$ cat src/rtl/hazard_pkg.sv
`default_nettype none
// +----------------------------------------------------------------------+
// | hazard_pkg                                                           |
// | Shared FSM encodings, forwarding selects and counter width for the   |
// | pipeline hazard controller.                                          |
// | Revision: 1.0                                                        |
// +----------------------------------------------------------------------+
package hazard_pkg;

  typedef enum logic [1:0] {
    RUN   = 2'd0,
    STALL = 2'd1,
    DRAIN = 2'd2,
    HALT  = 2'd3
  } hz_state_e;

  localparam logic [1:0] FWD_REG   = 2'b00;
  localparam logic [1:0] FWD_EXMEM = 2'b10;
  localparam logic [1:0] FWD_MEMWB = 2'b01;

  localparam int CNT_W = 3;

endpackage
`default_nettype wire

$ cat src/rtl/hazard_fwd_sel.sv
`default_nettype none
// +----------------------------------------------------------------------+
// | hazard_fwd_sel                                                       |
// | Forwarding source select for one ALU operand; EX/MEM wins over       |
// | MEM/WB, register 0 never forwards.                                   |
// | Revision: 1.0                                                        |
// +----------------------------------------------------------------------+
module hazard_fwd_sel
  import hazard_pkg::*;
#(
  parameter int RA_W = 4
) (
  input  logic [RA_W-1:0] rs_i,
  input  logic [RA_W-1:0] exmem_rd_i,
  input  logic            exmem_reg_write_i,
  input  logic [RA_W-1:0] memwb_rd_i,
  input  logic            memwb_reg_write_i,
  output logic [1:0]      sel_o
);

  logic w_exmem_hit;
  logic w_memwb_hit;

  assign w_exmem_hit = exmem_reg_write_i && (exmem_rd_i != '0) && (exmem_rd_i == rs_i);
  assign w_memwb_hit = memwb_reg_write_i && (memwb_rd_i != '0) && (memwb_rd_i == rs_i);

  always_comb begin
    sel_o = FWD_REG;
    if (w_exmem_hit) begin
      sel_o = FWD_EXMEM;
    end else if (w_memwb_hit) begin
      sel_o = FWD_MEMWB;
    end
  end

endmodule
`default_nettype wire

$ cat src/rtl/hazard_ctrl_unit.sv
`default_nettype none
// +----------------------------------------------------------------------+
// | hazard_ctrl_unit                                                     |
// | Load-use bubbles, branch flush, drain-then-halt and operand          |
// | forwarding for the 5-stage pipeline. HAZARD_FWD_EN enables           |
// | forwarding; without it every RAW on a live writer stalls one cycle.  |
// | Revision: 1.0                                                        |
// +----------------------------------------------------------------------+
module hazard_ctrl_unit
  import hazard_pkg::*;
#(
  parameter int               RA_W         = 4,
  parameter int               OPC_W        = 4,
  parameter logic [OPC_W-1:0] HALT_OPC     = 4'b1111,
  parameter int               LU_STALL     = 1,
  parameter int               DRAIN_CYCLES = 3
) (
  input  logic             clk,
  input  logic             rst,
  input  logic [OPC_W-1:0] ifid_opc,
  input  logic [RA_W-1:0]  ifid_rs1,
  input  logic [RA_W-1:0]  ifid_rs2,
  input  logic [RA_W-1:0]  idex_rs1,
  input  logic [RA_W-1:0]  idex_rs2,
  input  logic [RA_W-1:0]  idex_rd,
  input  logic             idex_mem_read,
  input  logic             idex_reg_write,
  input  logic [RA_W-1:0]  exmem_rd,
  input  logic             exmem_reg_write,
  input  logic [RA_W-1:0]  memwb_rd,
  input  logic             memwb_reg_write,
  input  logic             branch_taken,
  output logic             pc_en,
  output logic             pc_halt,
  output logic             ifid_stall,
  output logic             ifid_flush,
  output logic             idex_flush,
  output logic [1:0]       fwd_a,
  output logic [1:0]       fwd_b
);

  hz_state_e        state_q, state_d;
  logic [CNT_W-1:0] cnt_q, cnt_d;

  logic w_lu;
  logic w_hazard;

  // A zero source register never matches, so one live source is enough.
  assign w_lu = idex_mem_read &&
                (((ifid_rs1 != '0) && (ifid_rs1 == idex_rd)) ||
                 ((ifid_rs2 != '0) && (ifid_rs2 == idex_rd)));

`ifdef HAZARD_FWD_EN
  logic [1:0] w_fwd_a;
  logic [1:0] w_fwd_b;
  logic       w_unused;

  hazard_fwd_sel #(.RA_W(RA_W)) u_fwd_a (
    .rs_i              (idex_rs1),
    .exmem_rd_i        (exmem_rd),
    .exmem_reg_write_i (exmem_reg_write),
    .memwb_rd_i        (memwb_rd),
    .memwb_reg_write_i (memwb_reg_write),
    .sel_o             (w_fwd_a)
  );

  hazard_fwd_sel #(.RA_W(RA_W)) u_fwd_b (
    .rs_i              (idex_rs2),
    .exmem_rd_i        (exmem_rd),
    .exmem_reg_write_i (exmem_reg_write),
    .memwb_rd_i        (memwb_rd),
    .memwb_reg_write_i (memwb_reg_write),
    .sel_o             (w_fwd_b)
  );

  assign w_hazard = w_lu;
  assign fwd_a    = rst ? FWD_REG : w_fwd_a;
  assign fwd_b    = rst ? FWD_REG : w_fwd_b;
  assign w_unused = &{1'b0, idex_reg_write};
`else
  logic w_raw;
  logic w_unused;

  assign w_raw = ((ifid_rs1 != '0) &&
                  ((idex_reg_write && (ifid_rs1 == idex_rd)) ||
                   (exmem_reg_write && (ifid_rs1 == exmem_rd)))) ||
                 ((ifid_rs2 != '0) &&
                  ((idex_reg_write && (ifid_rs2 == idex_rd)) ||
                   (exmem_reg_write && (ifid_rs2 == exmem_rd))));

  assign w_hazard = w_lu | w_raw;
  assign fwd_a    = FWD_REG;
  assign fwd_b    = FWD_REG;
  assign w_unused = &{1'b0, idex_rs1, idex_rs2, memwb_rd, memwb_reg_write};
`endif

  always_ff @(posedge clk or posedge rst) begin
    if (rst) begin
      state_q <= RUN;
      cnt_q   <= '0;
    end else begin
      state_q <= state_d;
      cnt_q   <= cnt_d;
    end
  end

  always_comb begin
    state_d    = state_q;
    cnt_d      = cnt_q;
    pc_en      = 1'b0;
    pc_halt    = 1'b0;
    ifid_stall = 1'b0;
    ifid_flush = 1'b0;
    idex_flush = 1'b0;

    unique case (state_q)
      RUN: begin
        if (branch_taken) begin
          pc_en      = 1'b1;
          ifid_flush = 1'b1;
          idex_flush = 1'b1;
        end else if (w_hazard) begin
          ifid_stall = 1'b1;
          idex_flush = 1'b1;
          // Only a load-use bubble is stretched; a RAW stall is re-evaluated next cycle.
          if (w_lu && (LU_STALL > 1)) begin
            state_d = STALL;
            cnt_d   = CNT_W'(LU_STALL - 1);
          end
        end else if (ifid_opc == HALT_OPC) begin
          ifid_flush = 1'b1;
          state_d    = DRAIN;
          cnt_d      = CNT_W'(DRAIN_CYCLES);
        end else begin
          pc_en = 1'b1;
        end
      end
      STALL: begin
        if (branch_taken) begin
          pc_en      = 1'b1;
          ifid_flush = 1'b1;
          idex_flush = 1'b1;
          state_d    = RUN;
          cnt_d      = '0;
        end else begin
          ifid_stall = 1'b1;
          idex_flush = 1'b1;
          cnt_d      = cnt_q - CNT_W'(1);
          if (cnt_q == CNT_W'(1)) begin
            state_d = RUN;
          end
        end
      end
      DRAIN: begin
        // Halt is already committed here, so branch_taken has no effect.
        ifid_flush = 1'b1;
        cnt_d      = cnt_q - CNT_W'(1);
        if (cnt_q == CNT_W'(1)) begin
          pc_halt = 1'b1;
          state_d = HALT;
        end
      end
      HALT: begin
        pc_halt    = 1'b1;
        ifid_flush = 1'b1;
      end
      default: begin
        state_d = RUN;
        cnt_d   = '0;
      end
    endcase

    if (rst) begin
      pc_en      = 1'b0;
      pc_halt    = 1'b0;
      ifid_stall = 1'b0;
      ifid_flush = 1'b0;
      idex_flush = 1'b0;
    end
  end

endmodule
`default_nettype wire

$ cat config.mk
export PLATFORM = sky130hd
export DESIGN_NAME = hazard_ctrl_unit
export DESIGN_NICKNAME = d
export VERILOG_FILES = /design/src/rtl/hazard_pkg.sv /design/src/rtl/hazard_fwd_sel.sv /design/src/rtl/hazard_ctrl_unit.sv
export SDC_FILE = /design/constraint.sdc
export NUM_CORES = 1
export LEC_CHECK = 0
export CAP_MARGIN = 30
export CORE_MARGIN = 5
export CORE_UTILIZATION = 35
export CTS_CLUSTER_SIZE = 30
export DETAILED_ROUTE_END_ITERATION = 10
export PLACE_DENSITY = 0.83
export SETUP_SLACK_MARGIN = 0.15
export SLEW_MARGIN = 25
export SYNTH_ARGS = -nofsm -noshare
export SYNTH_HDL_FRONTEND = slang
export SYNTH_SLANG_ARGS = --single-unit
$ cat constraint.sdc
create_clock -name clk -period 3.9 [get_ports clk]
set_input_delay 0.78 -clock clk [delete_from_list [all_inputs] [get_ports clk]]
set_output_delay 0.78 -clock clk [all_outputs]
set_load 0.005 [all_outputs]
Word level (Yosys, flattened, before mapping)
Index checks and enable logic that the tools add are counted.
- register bits after elaboration: 5
- bits of input ports: 39
- output and inout port bits: 9
- logic and storage cells: 72
- add/sub/neg operators: 1
- eq/ne operators: 14
- muxes and demuxes: 34
- bitwise operators: 1
- reductions and logical operators: 20
- operators by type and width (operator ; count):
    $mux W1 ; 17
    $eq A4 B4 Y1 ; 4
    $mux W2 ; 6
    $mux W3 ; 4
    $logic_and A1 B1 Y1 ; 9
    $pmux W3 S3 ; 1
    $ne A2 B2 Y1 const B ; 4
    $pmux W1 S2 ; 4
    $reduce_bool A4 Y1 ; 2
    $pmux W2 S3 ; 1
    $reduce_and A6 Y1 ; 1
    $eq A2 B2 Y1 const B ; 2
    $eq A4 B4 Y1 const B ; 1
    $logic_or A1 B1 Y1 ; 4
    $reduce_and A4 Y1 ; 1
    $eq A3 B1 Y1 const B ; 1
    $ne A3 B3 Y1 const B ; 1
    $pmux W1 S3 ; 1
    $reduce_bool A3 Y1 ; 1
    $sub A3 B1 Y3 const B ; 1
    $eq A2 B1 Y1 const B ; 1
    $logic_not A2 Y1 ; 1
    $reduce_or A2 Y1 ; 1
    $or A1 B1 Y1 ; 1

Longest topological paths before layout
Gate-level depths: netlist of the first run.
- depth after elaboration: 10
- depth in mapped cells: 7
- mapped depth without buffers: 7

Worst setup path after synthesis of the first run
OpenSTA, ideal clock, no wires.
- path type: input to output
- start point: input idex_rd[1]
- end point: output idex_flush
- arrival time: 1836 ps
- data required time: 3120 ps
- slack: 1284 ps
- stages on the path: 5
- path buffers: 0
- cell sequence: nor3_1 o21ai_0 a22o_1 o41ai_4 a21oi_1
- cells in the longest elaborated chain, start to end: 10
- elaborated cells on any way between the ends: 18
- classes of those cells: eq/ne: 2; mux: 4; bitwise: 1; reduce/logical: 11
- ends and longest elaborated chain (what ; RTL line ; RTL):
    start: declaration ; hazard_ctrl_unit.sv:25 ; input logic [RA_W-1:0] idex_rd,
    $eq A4 B4 Y1 (on tied branches) ; -- ;
    $logic_and A1 B1 Y1 (on tied branches) ; hazard_ctrl_unit.sv:85, hazard_ctrl_unit.sv:88 ;
    $logic_or A1 B1 Y1 (on tied branches) ; hazard_ctrl_unit.sv:85, hazard_ctrl_unit.sv:88 ;
    $logic_and A1 B1 Y1 (on tied branches) ; hazard_ctrl_unit.sv:84, hazard_ctrl_unit.sv:87 ;
    $logic_or A1 B1 Y1 ; hazard_ctrl_unit.sv:86 ; (exmem_reg_write && (ifid_rs1 == exmem_rd)))) ||
    $or A1 B1 Y1 * ; hazard_ctrl_unit.sv:91 ; assign w_hazard = w_lu | w_raw;
    $mux W1 * ; hazard_ctrl_unit.sv:122 ; end else if (w_hazard) begin
    $mux W1 * ; hazard_ctrl_unit.sv:118 ; if (branch_taken) begin
    $pmux W1 S2 * ; hazard_ctrl_unit.sv:116 ; unique case (state_q)
    $mux W1 * ; hazard_ctrl_unit.sv:173 ; if (rst) begin
    end: declaration ; hazard_ctrl_unit.sv:37 ; output logic idex_flush,
Every way passes the cells marked *; elsewhere a longest branch is shown, timed or not.

Final worst setup path of the first run
- start point: input ifid_rs2[3]
- end point: output ifid_stall
- cells in the longest elaborated chain, start to end: 10
- elaborated cells on any way between the ends: 16
- classes of those cells: eq/ne: 2; mux: 4; bitwise: 1; reduce/logical: 9
- ends and longest elaborated chain (what ; RTL line ; RTL):
    start: declaration ; hazard_ctrl_unit.sv:22 ; input logic [RA_W-1:0] ifid_rs2,
    $eq A4 B4 Y1 (on tied branches) ; hazard_ctrl_unit.sv:51, hazard_ctrl_unit.sv:88, hazard_ctrl_unit.sv:89 ;
    $logic_and A1 B1 Y1 (on tied branches) ; hazard_ctrl_unit.sv:88, hazard_ctrl_unit.sv:89 ;
    $logic_or A1 B1 Y1 ; hazard_ctrl_unit.sv:88 ; ((idex_reg_write && (ifid_rs2 == idex_rd)) ||
    $logic_and A1 B1 Y1 ; hazard_ctrl_unit.sv:87 ; ((ifid_rs2 != '0) &&
    $logic_or A1 B1 Y1 ; hazard_ctrl_unit.sv:86 ;
    $or A1 B1 Y1 * ; hazard_ctrl_unit.sv:91 ;
    $mux W1 * ; hazard_ctrl_unit.sv:122 ;
    $mux W1 * ; hazard_ctrl_unit.sv:118 ;
    $pmux W1 S2 * ; hazard_ctrl_unit.sv:116 ;
    $mux W1 * ; hazard_ctrl_unit.sv:173 ;
    end: declaration ; hazard_ctrl_unit.sv:35 ; output logic ifid_stall,
Marked as above.

==> flow_summary.ini, run 1 <==
[outcome]
status = finished clean

[logic_synthesis]
synth.avg_cell_area_um2 = 8.15
synth_area_um2 = 749
synth-seq-cells = 5
yosysTopAreaCellShare = 0.167
syn_inst = 92
yosysSeqAreaShare = 0.167
synth_warnings = 0
yosys.area.top_type = dfrtp_1
synth_cell_types = 29
synth_area_leaders = dfrtp_1 (17%), ha_1 (13%), xnor2_1 (7.0%), xor2_1 (7.0%), inv_1 (4.5%)

[finish]
fillerInstances = 187
diodes = 0
seqCellArea_um2 = 125
syn_to_final_growth_pct = 50.4
nets = 174
multi_input_area_um2 = 597
fin_cells = 153
drive_gt1_frac = 0.135

[worst_setup_path]
cp_cell_sequence = clkdlybuf4s50_1 -> xor2_1 -> nor4_1 -> a22o_1 -> nor3_2 -> nor2_1 -> o211a_1 -> clkdlybuf4s50_1
cp_top_family = buffers and inverters
crit_path_end_kind = output port
cp_slowest_stage_delay_ns = 0.51
worstSetupPathType = primary input to output port
crit_slowest_cell = clkdlybuf4s50_1
arrival_ns = 2.88
cp_max_fo = 4
cp.required_ns = 3.12
cp-start-kind = primary input
crit_buf_inv = 2
cp_common_cell = clkdlybuf4s50_1

[routing]
drtAntennaViolNets = 0
vias = 787
wl_met1_um = 764
wl_met3_um = 132
via_per_inst = 5.14
drt_pass1_iterations = 4
met2_length_um = 1130
drc_errors = 0
routed_wl_um = 2060
dr.max_layer_used = met4
wl_per_cell_um = 13.4
drtIter0Drc = 13

[place]
port_buffers = 30
hpwlAfterDp_um = 1720
routabilityCongestion = 0.838
place_inst = 149
pre_cts_ws_ns = 0.188

[job]
cap_violations = 0

[power_and_ir_drop]
p_clk_frac = 0.155
combPwrFrac = 0.621
p_seq_frac = 0.224
switching_share = 0.399
p_switching_mw = 0.160
intPower_mw = 0.242
power_per_cell_area_nw_per_um2 = 356
ir_drop_mv = 0.243
p_leak_nw = 0.499

[grt]
grtUsageTotal = 0.134
antenna_found_initial = 0
grt_pass1_wl_um = 3340
grt_pass1_vias = 783
grt_overflow_total = 0
grt_max_degree = 8

[sta]
final.min_clock_period_ns = 3.66
hold_violations = 0
period_share = 0.939
slew_violations = 0
worst_slack_ns = 0.237
rsz0062_at_grt = yes
skew_ns = 0.00190
hold_ws_ns = 0.515
setup-tns-final_ns = 0
fmax_ghz = 0.273
setup_viol = 0

[die]
rows = 16
die_h_um = 56.3
ios = 48
initial_utilization = 0.374
core_area_um2 = 2000
dieWidth_um = 56.3
dieArea_um2 = 3170

[clock_network]
postCtsHoldBufs = 0
cts.reportedPaths.clkPinSlew_ns = 0.05
clk_latency_ns = 0.25
cts_root_buf = clkbuf_4
h-tree-depth = 1
clkSinkCount = 5
clockBufferDepth = 2
cts_tree = built
cts_buffers = 3

[hold_path]
hold_path_class = register to register
-- flip-flops by register name, summed over array words and instances (netlist names) --
name and cells:
state_q 2, cnt_q 3
-- through the flow --
step / total power, mW / area, um2 / utilization
finish: 0.402 / 1130 / 0.563
global route: 0.436 / 1130 / 0.563
floorplan: 0.256 / 761 / -
CTS: 0.402 / 1100 / 0.549
detailed placement: 0.336 / 1070 / 0.536
global placement: 0.320 / 1070 / 0.536
-- final cells by class --
| cell class | count | share of cell area |
|---|---|---|
| Sequential cell | 5 | 0.111 |
| Inverter | 9 | 0.0300 |
| Tap cell | 27 | 0.0300 |
| Multi-Input combinational cell | 77 | 0.529 |
| Timing Repair Buffer | 31 | 0.275 |
| Clock inverter | 1 | 0.00444 |
| Clock buffer | 3 | 0.0200 |
-- power groups by stage --
stage	Combinational [mW]	Sequential [mW]	Clock, mW
floorplan	0.170	0.0863	0
global placement	0.232	0.0878	0
detailed placement	0.246	0.0905	0
CTS	0.248	0.0896	0.0653
global route	0.272	0.0928	0.0715
finish	0.250	0.0900	0.0622
-- routing by layer --
layer	vias up	global-route usage
li1	388	-
met1	373	0.128
met2	22	0.252
met3	4	0.0528
met4	0	0.0508
met5	-	0
-- cells in the final DEF, fill, tap and decap left out, types with 2 or more instances in the layout --
cell type        instances
clkdlybuf4s50_1         29
nor4_1                   2
or2_2                    2
o211a_1                  2
or3_1                    3
nand4_1                  3
nand2_1                  6
nor3_2                   2
ha_1                     8
nor2_1                   4
mux2_2                   2
conb_1                   4
inv_1                    9
clkbuf_4                 3
nor3_1                   4
xnor2_1                  6
o22ai_1                  2
a21oi_1                  3
dfrtp_1                  5
o21ai_0                  5
xor2_1                   6
a21o_1                   2
-- cells by family (layout without fill, tap and decap cells) --
| group | count (synthesis) | in the layout | synth area share |
|---|---|---|---|
| fa+ha+maj | 8 | 8 | 0.134 |
| mux | 4 | 4 | 0.0634 |
| simple gates | 28 | 28 | 0.195 |
| flops | 5 | 5 | 0.167 |
| xor+xnor | 12 | 12 | 0.140 |
| other cells | 1 | 4 | 0.00500 |
| buf+inv | 13 | 44 | 0.0851 |
| compound gates | 21 | 21 | 0.210 |
-- what timing repair did --
action	in CTS	in global routing
endpoints found under the setup margin	0	4
resized for setup	0	6
setup buffers	0	0
-- synth_stat cells --
cell     number
a21o_1        2
a21oi_1       5
a22o_1        1
a31oi_1       1
a41oi_1       1
buf_4         4
conb_1        1
dfrtp_1       5
ha_1          8
inv_1         9
mux2_2        2
mux2_4        1
mux2i_1       1
nand2_1       6
nand2_2       1
nand3_2       1
nand4_1       3
nor2_1        4
nor3_1        6
nor4_1        2
o211a_1       2
o21ai_0       5
o22ai_1       2
o41ai_1       1
o41ai_4       1
or2_2         2
or3_1         3
xnor2_1       6
xor2_1        6
-- path summary, 6_finish.rpt --
kind	cells after the start	end	startpoint	slack (ns)
hold / removal	1	cnt_q[1]	cnt_q[1]	0.51
hold reg to reg	1	cnt_q[1]	cnt_q[1]	0.51
max in group asynchronous	2	cnt_q[2]	rst	2.82
setup / recovery	8	ifid_stall	ifid_rs2[3]	0.24
min in group asynchronous	2	state_q[1]	rst	0.87
setup reg to reg	7	cnt_q[0]	state_q[1]	1.99
No activity file was read; power rests on OpenSTA's default activity.
==> inputs of run 2 (changes only) <==
--- a/config.mk
+++ b/config.mk
@@ -8,10 +8,12 @@
 export CAP_MARGIN = 30
 export CORE_MARGIN = 5
 export CORE_UTILIZATION = 35
+export CTS_BUF_LIST = sky130_fd_sc_hd__clkbuf_4 sky130_fd_sc_hd__clkbuf_8
 export CTS_CLUSTER_SIZE = 30
 export DETAILED_ROUTE_END_ITERATION = 10
 export PLACE_DENSITY = 0.83
 export SETUP_SLACK_MARGIN = 0.15
+export SKIP_LAST_GASP = 1
 export SLEW_MARGIN = 25
 export SYNTH_ARGS = -nofsm -noshare
 export SYNTH_HDL_FRONTEND = slang
==> constraint.sdc (replaced) <==
create_clock -name clk -period 3.75 [get_ports clk]
set_input_delay 0.75 -clock clk [delete_from_list [all_inputs] [get_ports clk]]
set_output_delay 0.75 -clock clk [all_outputs]
set_load 0.005 [all_outputs]
==> flow_summary.ini, run 2 (synthesis gave the netlist of run 1 again) <==
[outcome]
status = finished clean

[sta]
final.min_clock_period_ns = 3.53
skew_ns = 0.000363
fmax_ghz = 0.283
period_share = 0.941
rsz0062_at_grt = no
hold_violations = 0
setup_viol = 0
setup-tns-final_ns = 0
slew_violations = 0

[routing]
drt_pass1_iterations = 4
routed_wl_um = 2130
wl_per_cell_um = 13.7
vias = 791
drtIter0Drc = 4
via_per_inst = 5.10
drtAntennaViolNets = 0
drc_errors = 0

[power_and_ir_drop]
power_per_cell_area_nw_per_um2 = 365
switching_share = 0.404
intPower_mw = 0.250
p_switching_mw = 0.170
p_clk_frac = 0.150
ir_drop_mv = 0.263
p_leak_nw = 0.565
combPwrFrac = 0.624
p_seq_frac = 0.226

[clock_network]
cts.reportedPaths.clkPinSlew_ns = 0.05
clockBufferDepth = 2
cts_buffers = 3
clk_latency_ns = 0.24
cts_setup_buffers = 0
cts_tree = built
cts_root_buf = clkbuf_4
clkSinkCount = 5
h-tree-depth = 1

[worst_setup_path]
cp_max_fo = 3
cp-start-kind = primary input
crit_path_end_kind = output port
worstSetupPathType = primary input to output port
cp.required_ns = 3.00
arrival_ns = 2.78

[grt]
antenna_found_initial = 0
grt_pass1_vias = 805
grt_pass1_wl_um = 3320
grt_max_degree = 8
grt_overflow_total = 0
grtUsageTotal = 0.127

[finish]
regMostFlops = cnt_q
syn_to_final_growth_pct = 53.4
drive_gt1_frac = 0.156
final_cell_mix = clkdlybuf4s50_1 (22), inv_1 (9), ha_1 (8)
final_common_cell = clkdlybuf4s50_1
diodes = 0
largest_register_ffs = 3
top_regs = cnt_q (3), state_q (2)
nets = 176
finalInstanceArea_um2 = 1150

[die]
rows = 16
dieArea_um2 = 3170
ios = 48
die_h_um = 56.3
initial_utilization = 0.374
core_area_um2 = 2000
dieWidth_um = 56.3

[place]
placed_cell_area_um2 = 1090
routabilityCongestion = 0.824
port_buffers = 30
hpwlAfterDp_um = 1830

[job]
cap_violations = 0

[hold_path]
hold_path_class = register to register
## run 2: changes by cell type in the layout (fill, tap and decap cells not counted), moves of 2 or more
| cell | change |
|---|---|
| clkdlybuf4s50_1 | -7 |
| dlymetal6s2s_1 | +6 |
| a21oi_2 | +2 |
| buf_4 | +2 |
## run 2: layout make-up
cell class | count | area (um2)
repair buffers | 33 | 339
clock buffers | 3 | 22.5
well taps | 27 | 33.8
multi-input cells | 77 | 591
fillers | 183 | 852
inverters | 9 | 33.8
flip-flops and latches | 5 | 125
clock inverters | 1 | 5.00
## run 2: routing by layer
layer / GRT usage / vias up / wire length, um
li1: - / 392 / -
met1: 0.116 / 375 / 789
met2: 0.270 / 22 / 1210
met3: 0.0413 / 2 / 122
met4: 0.0169 / 0 / 10
met5: 0 / - / 0
## run 2: path summary, 6_finish.rpt
| kind | slack, ns | endpoint | depth (start not counted) | from |
|---|---|---|---|---|
| min reg2reg | 0.51 | cnt_q[1] | 1 | cnt_q[1] |
| max in group asynchronous | 2.68 | state_q[0] | 2 | rst |
| min | 0.51 | cnt_q[1] | 1 | cnt_q[1] |
| max reg2reg | 1.79 | cnt_q[0] | 7 | state_q[0] |
| max | 0.22 | ifid_stall | 8 | ifid_rs2[1] |
| min in group asynchronous | 0.87 | cnt_q[2] | 2 | rst |
## run 2: what timing repair did
action / 4_1_cts / 5_1_grt
hold buffers: 0 / 0
gates resized for setup: 5 / 9
pin swaps: 2 / 4
setup endpoints to repair: 3 / 4
## run 2: power by group through the flow
stage	logic, mW	registers, mW	clock network (mW)
floorplan	0.176	0.0898	0
global placement	0.242	0.0913	0
detailed placement	0.259	0.0953	0
CTS	0.262	0.0945	0.0661
global route	0.281	0.0977	0.0729
finish	0.262	0.0950	0.0630
## run 2: critical path, stage by stage
cell             delay, ns
clkdlybuf4s50_1       0.48
xor2_1                0.17
nor4_1                0.26
a22o_1                0.26
nor3_2                0.07
nor2_2                0.14
o211a_1               0.16
clkdlybuf4s50_1       0.49
## run 2: stage by stage
stage	power [mW]	setup slack (ns)	hold slack, ns	utilization	cells
finish	0.420	0.221	0.506	0.574	155
global route	0.452	0.173	0.546	0.574	155
CTS	0.423	0.159	0.507	0.564	155
detailed placement	0.355	0.107	0.496	0.543	151
global placement	0.333	0.166	0.487	0.543	151
floorplan	0.266	1.19	0.479	-	95
==> inputs of run 3 (changes only) <==
--- a/config.mk
+++ b/config.mk
@@ -18,3 +18,4 @@
 export SYNTH_ARGS = -nofsm -noshare
 export SYNTH_HDL_FRONTEND = slang
 export SYNTH_SLANG_ARGS = --single-unit
+export TNS_END_PERCENT = 1
==> flow_summary.ini, run 3 (synthesis gave the netlist of run 1 again) <==
[clock_network]
cts_setup_buffers = 0
cts_buffers = 3
postCtsHoldBufs = 0
clkSinkCount = 5
clk_latency_ns = 0.24
clockBufferDepth = 2
cts.reportedPaths.clkPinSlew_ns = 0.05
h-tree-depth = 1
cts_root_buf = clkbuf_4
cts_tree = built

[routing]
drtIter0Drc = 5
drtAntennaViolNets = 0
drt_pass1_iterations = 4
vias = 792
wl_per_cell_um = 14.0
drc_errors = 0
routed_wl_um = 2170
via_per_inst = 5.11

[job]
cap_violations = 0

[worst_setup_path]
arrival_ns = 2.79
crit_buf_inv = 2
reg2reg_from = state_q[1]
cp_top_family = buffers and inverters
cp_max_fo = 3
worstSetupPathType = primary input to output port
crit_slowest_cell = clkdlybuf4s50_1
cp_common_cell = clkdlybuf4s50_1
cp_slowest_stage_delay_ns = 0.49
cp.required_ns = 3.00
endpoint = ifid_stall
reg2reg_to = cnt_q[0]
cp-start-kind = primary input
crit_path_end_kind = output port
cp-startpoint = ifid_rs2[1]
cp_cell_sequence = clkdlybuf4s50_1 -> xor2_1 -> nor4_1 -> a22o_1 -> nor3_2 -> nor2_2 -> o211a_1 -> clkdlybuf4s50_1
reg2reg_slack_ns = 1.74
path_depth = 8
rr_worst_depth = 7

[finish]
drive_gt1_frac = 0.148
multi_input_area_um2 = 587
final_cell_mix = clkdlybuf4s50_1 (22), inv_1 (9), ha_1 (8), dlymetal6s2s_1 (8)
fillerInstances = 184
regMostFlops = cnt_q
nets = 176
largest_register_ffs = 3
top_regs = cnt_q (3), state_q (2)
diodes = 0
syn_to_final_growth_pct = 53.4
seqCellArea_um2 = 125
final_common_cell = clkdlybuf4s50_1

[power_and_ir_drop]
power_per_cell_area_nw_per_um2 = 366
p_leak_nw = 0.573
fin_total_pwr_mw = 0.420
ir_drop_mv = 0.264

[sta]
skew_ns = 0.000400
rsz0062_at_grt = no
fmax_ghz = 0.282
period_share = 0.945
setup_viol = 0
hold_ws_ns = 0.505
hold_violations = 0
setup-tns-final_ns = 0
slew_violations = 0
final.min_clock_period_ns = 3.54

[die]
rows = 16
dieArea_um2 = 3170
dieWidth_um = 56.3
core_area_um2 = 2000
initial_utilization = 0.374
ios = 48
die_h_um = 56.3

[grt]
grt_overflow_total = 0
antenna_found_initial = 0
grt_max_degree = 8
grt_pass1_wl_um = 3310
grt_pass1_vias = 790
grtUsageTotal = 0.126

[place]
routabilityCongestion = 0.824
port_buffers = 30
hpwlAfterDp_um = 1830

[outcome]
status = finished clean

[hold_path]
hold_path_class = register to register
hold_start = cnt_q[1]
-- run 3: report_power, final --
part	internal, mW	leakage [nW]	switching, mW
sequential	0.0753	0.0564	0.0191
combinational	0.137	0.499	0.126
clock	0.0387	0.0177	0.0243
total	0.251	0.573	0.170
-- run 3: how the worst min path moves through the flow --
stage,end,slack (ns),depth (start not counted)
floorplan,cnt_q[1],0.48,1
global placement,cnt_q[1],0.49,1
detailed placement,cnt_q[1],0.50,1
CTS,cnt_q[1],0.51,1
global route,cnt_q[1],0.55,1
finish,cnt_q[1],0.51,1
-- run 3: cell type report --
| class | count | area share |
|---|---|---|
| Tap cell | 27 | 0.0294 |
| Timing Repair Buffer | 33 | 0.298 |
| Multi-Input combinational cell | 77 | 0.510 |
| Clock inverter | 1 | 0.00435 |
| Sequential cell | 5 | 0.109 |
| Clock buffer | 3 | 0.0196 |
| Inverter | 9 | 0.0294 |
-- run 3: per-layer routing --
metal  wire length (um)  track usage  part of all wire  up-vias
met5                  0            0                 0        -
met4                  0       0.0102                 0        0
met3                117       0.0390             0.054        0
met2               1220        0.269              0.56       24
met1                831        0.118              0.38      375
li1                   -            -                 -      393
-- run 3: per-stage QoR --
stage,utilization,instance area (um2),std cells,setup WS [ns]
floorplan,-,761,95,1.19
global placement,0.543,1090,151,0.166
detailed placement,0.543,1090,151,0.107
CTS,0.557,1110,155,0.0987
global route,0.574,1150,155,0.147
finish,0.574,1150,155,0.205
-- run 3: timing repair --
item | 4_1_cts | 5_1_grt
pin swaps | 0 | 3
setup endpoints to repair | 3 | 4
gates resized for setup | 0 | 13
